==> config.mk <==
export PLATFORM = sky130hd
export DESIGN_NAME = uart_baud_gen
export DESIGN_NICKNAME = d
export VERILOG_FILES = /design/src/rtl/uart_pkg.sv /design/src/rtl/baud_reload_counter.sv /design/src/rtl/uart_baud_gen.sv
export SDC_FILE = /design/constraint.sdc
export NUM_CORES = 1
export LEC_CHECK = 0
export ABC_AREA = 1
export CORE_MARGIN = 1.5
export CORE_UTILIZATION = 45
export DETAILED_ROUTE_END_ITERATION = 16
export PLACE_DENSITY = 0.84
export SYNTH_ARGS = -nofsm -noshare
export SYNTH_HDL_FRONTEND = slang
export SYNTH_HIERARCHICAL = 1
export SYNTH_SLANG_ARGS = --single-unit
==> constraint.sdc <==
create_clock -name clk -period 3.6 [get_ports clk]
set_input_delay 0.36 -clock clk [delete_from_list [all_inputs] [get_ports clk]]
set_output_delay 0.36 -clock clk [all_outputs]
set_load 0.02 [all_outputs]
==> src/rtl/uart_pkg.sv <==
// Shared serial-port definitions: SM mode encodings, bus register addresses
// and the receiver oversampling ratio.
package uart_pkg;

  typedef enum logic [1:0] {
    SM_MODE0 = 2'b00,
    SM_MODE1 = 2'b01,
    SM_MODE2 = 2'b10,
    SM_MODE3 = 2'b11
  } sm_e;

  localparam logic [7:0] BRL_ADDR  = 8'h8D;
  localparam logic [7:0] PCON_ADDR = 8'h87;
  localparam logic [7:0] RBUF_ADDR = 8'h98;

  localparam int OVERSAMPLE = 16;
  localparam int TCNT_W     = $clog2(OVERSAMPLE);

  // Modes 1 and 3 take their bit rate from the BRL reload counter.
  function automatic logic is_reload_mode(input sm_e sm);
    return (sm == SM_MODE1) || (sm == SM_MODE3);
  endfunction

endpackage

==> src/rtl/baud_reload_counter.sv <==
// 8-bit up-counter that reloads from BRL on overflow; overflow marks the end
// of one oversampling period in the reload-driven serial modes.
module baud_reload_counter (
  input  logic       clk,
  input  logic       rst_n,
  input  logic       en_i,
  input  logic       load_i,
  input  logic [7:0] brl_i,
  output logic       ovf_o
);

  logic [7:0] cnt_q, cnt_d;

  // A load request wins over counting, so it never doubles as an overflow.
  assign ovf_o = en_i && !load_i && (cnt_q == 8'hFF);

  always_comb begin
    cnt_d = cnt_q;
    if (load_i) begin
      cnt_d = brl_i;
    end else if (en_i) begin
      cnt_d = ovf_o ? brl_i : cnt_q + 8'd1;
    end
  end

  always_ff @(posedge clk or negedge rst_n) begin
    if (!rst_n) begin
      cnt_q <= 8'h00;
    end else begin
      cnt_q <= cnt_d;
    end
  end

endmodule

==> src/rtl/uart_baud_gen.sv <==
// UART baud-rate generator: div_clk oversampling strobe plus per-bit tick.
// Optional SMOD doubling bit in PCON is built only with UART_BAUD_SMOD_EN.
module uart_baud_gen #(
  parameter logic [7:0] BRL_ADDR  = uart_pkg::BRL_ADDR,
  parameter logic [7:0] PCON_ADDR = uart_pkg::PCON_ADDR
) (
  input  logic       clk,
  input  logic       rst_n,
  input  logic [7:0] ab,
  input  logic [7:0] db_w,
  input  logic       wrn,
  input  logic       rdn,
  input  logic [7:0] scon,
  output logic [7:0] db_r,
  output logic       div_clk,
  output logic       bit_tick
);

  import uart_pkg::*;

  sm_e               sm;
  sm_e               sm_q;
  logic              armed_q;
  logic [1:0]        pc_q, pc_d;
  logic [TCNT_W-1:0] tcnt_q, tcnt_d;
  logic [7:0]        brl_q;
  logic              smod;
  logic              div_clk_q, bit_tick_q;
  logic              brl_we;
  logic              sm_change, reload_mode, pre_en, cnt_en, cnt_ovf;
  logic              fire, wrap;
  logic [5:0]        scon_unused;

  assign sm          = sm_e'(scon[7:6]);
  assign scon_unused = scon[5:0];

  assign brl_we = !wrn && (ab == BRL_ADDR);

  always_ff @(posedge clk or negedge rst_n) begin
    if (!rst_n) begin
      brl_q <= 8'h00;
    end else if (brl_we) begin
      brl_q <= db_w;
    end
  end

`ifdef UART_BAUD_SMOD_EN
  logic smod_q;
  logic pcon_we;

  assign pcon_we = !wrn && (ab == PCON_ADDR);

  always_ff @(posedge clk or negedge rst_n) begin
    if (!rst_n) begin
      smod_q <= 1'b0;
    end else if (pcon_we) begin
      smod_q <= db_w[7];
    end
  end

  assign smod = smod_q;
`else
  assign smod = 1'b0;
`endif

  // armed_q keeps the first clk after reset from looking like a mode change,
  // so the first period after reset is a full period of the selected mode.
  assign sm_change   = armed_q && (sm != sm_q);
  assign reload_mode = is_reload_mode(sm);
  assign pre_en      = smod || pc_q[0];
  assign cnt_en      = reload_mode && pre_en && !sm_change;

  baud_reload_counter u_reload (
    .clk    (clk),
    .rst_n  (rst_n),
    .en_i   (cnt_en),
    .load_i (sm_change),
    .brl_i  (brl_q),
    .ovf_o  (cnt_ovf)
  );

  always_comb begin
    fire = 1'b0;
    case (sm)
      SM_MODE0: fire = 1'b1;
      SM_MODE2: fire = smod ? pc_q[0] : (pc_q == 2'b11);
      default:  fire = cnt_ovf;
    endcase
    if (sm_change) begin
      fire = 1'b0;
    end
  end

  assign wrap = fire && (tcnt_q == TCNT_W'(OVERSAMPLE - 1));

  always_comb begin
    pc_d   = pc_q + 2'd1;
    tcnt_d = tcnt_q;
    if (sm_change) begin
      pc_d   = 2'd0;
      tcnt_d = '0;
    end else if (fire) begin
      tcnt_d = tcnt_q + TCNT_W'(1);
    end
  end

  always_ff @(posedge clk or negedge rst_n) begin
    if (!rst_n) begin
      sm_q       <= SM_MODE0;
      armed_q    <= 1'b0;
      pc_q       <= 2'd0;
      tcnt_q     <= '0;
      div_clk_q  <= 1'b0;
      bit_tick_q <= 1'b0;
    end else begin
      sm_q       <= sm;
      armed_q    <= 1'b1;
      pc_q       <= pc_d;
      tcnt_q     <= tcnt_d;
      div_clk_q  <= fire;
      bit_tick_q <= wrap;
    end
  end

  // Unselected reads return zero so this slave can be OR-merged on db_r.
  always_comb begin
    db_r = 8'h00;
    if (!rdn && (ab == BRL_ADDR)) begin
      db_r = brl_q;
    end else if (!rdn && (ab == PCON_ADDR)) begin
      db_r = {smod, 7'b0};
    end
  end

  assign div_clk  = div_clk_q;
  assign bit_tick = bit_tick_q;

endmodule

==> flow_summary.ini <==
[critical_path]
timing.reg2reg.worst_path_depth = 15
critical_path.endpoint_type = output pin
setup.worst_path.start = ab[0]
timing_worst_setup_path_type = input pin to output pin
worst_ep_arrival_time_ns = 2.24
critPathMaxFanout = 10
crit-reg2reg-capture = tcnt_q[1]
required_ns = 3.24
reg2reg_from = sm_q[1]
ff2ff_setup_slack_ns = 1.46
crit_start_category = input pin

[synth]
postSynth.asyncResetShare = 1.00
synth_area_mm2 = 0.00159
synth_most_common_cell = nand2_1
number_of_flops_mapped_to_enable_cells_by_yosys = 0
yosys_warnings = 6
synthesis.nets = 250
netlist-cell-type-count = 21
netlist_instances = 219
dominantRegCellSynth = dfrtp_1
synth.top_cells.by_count = 77 x nand2_1, 37 x inv_1, 27 x dfrtp_1
synth_area_leader_cell = dfrtp_1
yosysSeqAreaShare = 0.426
synth_top_cells_by_area = dfrtp_1 43%, nand2_1 18%, inv_1 8.8%
post-synth-top-area-fraction = 0.426
syn_avg_cell_area_um2 = 7.24
ys_ff_latch = 27

[power_and_ir_drop]
internal_power_of_the_cells_uw = 446
power.share.clock = 0.204
p_total_uw = 653
power.density_cell_area_mw_per_mm2 = 328
net_switching_component_of_the_power_uw = 207
highest_ir_drop_seen_on_vdd_mv = 0.220
power_switching_share = 0.317
sequentialPowerShare = 0.564
share_comb_of_total_power = 0.233
leakagePower_nw = 0.984

[timing]
report.final.slew_viol_count = 0
period_share = 0.721
report.final.hold_viol_count = 0
finalSetupViolations = 0
fmax_mhz = 385
slew_headroom = 0.661
worst_clock_skew_ns = 0.0120
layout_min_cycle_time_ns = 2.60
rsz0062_at_grt = false
worstMarginPinSlew_ns = 0.506
tns_ns = 0

[clock_tree]
tritoncts_clock_tree = done
cts_resized = 0
clock_latency_ns = 0.33
numCtsBuffers = 3
clkSlewWorstSetupHoldPaths_ns = 0.15
cts_setup_buffers = 0
hold_buffers = 0
cts.htree.levels = 1
cts_buffer_depth = 2
clkSinkCount = 27
root_buffer = clkbuf_4

[global_route]
grt_pass1_vias = 1363
groute.layer.met1.usage = 0.219
grt_start_max_net_pins = 28
grt_antenna_before_repair = 0
wire_length_of_the_first_global_routing_pass_um = 5500
gr-max-usage-layer = met2
grt_overflow = 0
global_route.usage.met3 = 0.0180
use_met2 = 0.289
grt_use_total = 0.170

[die]
dieArea_mm2 = 0.00389
core-area_mm2 = 0.00336
die_height_um = 62.4
boundaryPins = 38
die_boundary_width_um = 62.4
std_cell_rows = 21
initial_core_util = 0.472

[layout]
syn2layout_area_growth_pct = 25.6
antenna-diode-count = 0
nNetsFinal = 287
fraction_of_layout_instances_using_a_drive_strength_above_1 = 0.0706

[drt]
detail-route-antenna-nets = 0
dr.first_iter.drc_count = 48
drcViolationCount = 0
num_vias = 1410
drt_first_pass_iters = 4
routed_wirelength_um = 2880
route.detailed.vias_per_inst = 4.68
post_drt_wl_per_cell_um = 9.58

[outcome]
outcome = complete, no violations

[flow_run]
cap_violations = 0

[place]
routabilityCongestion = 0.796
i_o_buffers = 31
dpl.hpwl_um = 2240

[min_path]
worstHoldPathType = input pin to asynchronous set/reset pin
==> stage by stage <==
| stage | cell area, µm² | setup WS (ns) | utilization | cells | hold WS, ns |
|---|---|---|---|---|---|
| 2_1_floorplan | 1590 | 1.81 | - | 219 | 0.0644 |
| 3_3_place_gp | 1960 | 0.930 | 0.583 | 297 | 0.451 |
| 3_5_place_dp | 1960 | 0.886 | 0.583 | 297 | 0.476 |
| 4_1_cts | 1990 | 0.994 | 0.592 | 301 | 0.371 |
| 5_1_grt | 1990 | 0.859 | 0.592 | 301 | 0.408 |
| 6_report | 1990 | 1.00 | 0.592 | 301 | 0.372 |
==> worst max path at each step <==
stage and endpoint:
6_report db_r[2], 5_1_grt db_r[2], 4_1_cts db_r[0], 3_5_place_dp tcnt_q[1], 3_3_place_gp u_reload/cnt_q[2], 2_1_floorplan tcnt_q[0]
==> cell families (layout without fill, tap and decap cells) <==
kind of cell	count (synthesis)	in the layout	synth area share
XOR/XNOR	1	1	0.00552
AND/OR/NAND/NOR	145	145	0.438
other	1	1	0.00236
flip-flops	27	27	0.426
buffers and inverters	39	75	0.0923
adder cells (fa/ha/maj)	3	3	0.0237
AO/OA/AOI/OAI	3	3	0.0126
==> placed cells by master (no fill, tap or decap), types with 2 or more instances in the layout <==
cell,count
nand4_1,12
clkdlybuf4s50_1,31
o21bai_1,2
nand3_4,2
nand2_2,3
nor2_2,2
dfrtp_1,27
nand3_1,20
inv_1,37
nand2_1,77
nor2_4,2
clkbuf_4,3
ha_1,3
nor2_1,23
==> state kept, by name (all words and copies together), names as in the netlist <==
| name | flops |
|---|---|
| brl_q | 8 |
| u_reload/cnt_q | 8 |
| tcnt_q | 4 |
| pc_q | 2 |
| sm_q | 2 |
| armed_q | 1 |
| bit_tick | 1 |
| div_clk | 1 |
==> per-layer routing <==
| layer | share of wire | wire, µm |
|---|---|---|
| met1 | 0.47 | 1360 |
| met2 | 0.47 | 1370 |
| met3 | 0.038 | 110 |
| met4 | 0.015 | 44 |
| met5 | 0 | 0 |
==> area by class of cell <==
cell class                      count  area [µm²]
Multi-Input combinational cell    153         764
Sequential cell                    27         676
Timing Repair Buffer               32         318
Clock inverter                      1        7.51
Clock buffer                        3        22.5
Fill cell                         338        1370
Inverter                           39         146
Tap cell                           46        57.6
==> power by group through the flow <==
stage               Combinational, mW  Clock [mW]  Sequential [mW]
floorplan                       0.102           0            0.367
global placement                0.148           0            0.373
detailed placement              0.152           0            0.375
CTS                             0.153       0.140            0.368
global route                    0.178       0.149            0.375
finish                          0.152       0.133            0.368
==> worst max-delay path: stages <==
cell             delay [ns]
clkdlybuf4s50_1        0.45
inv_1                  0.06
nor3_4                 0.41
nand3b_4               0.19
nor2_1                 0.14
clkdlybuf4s50_1        0.62
No activity file was read; power rests on OpenSTA's default activity.
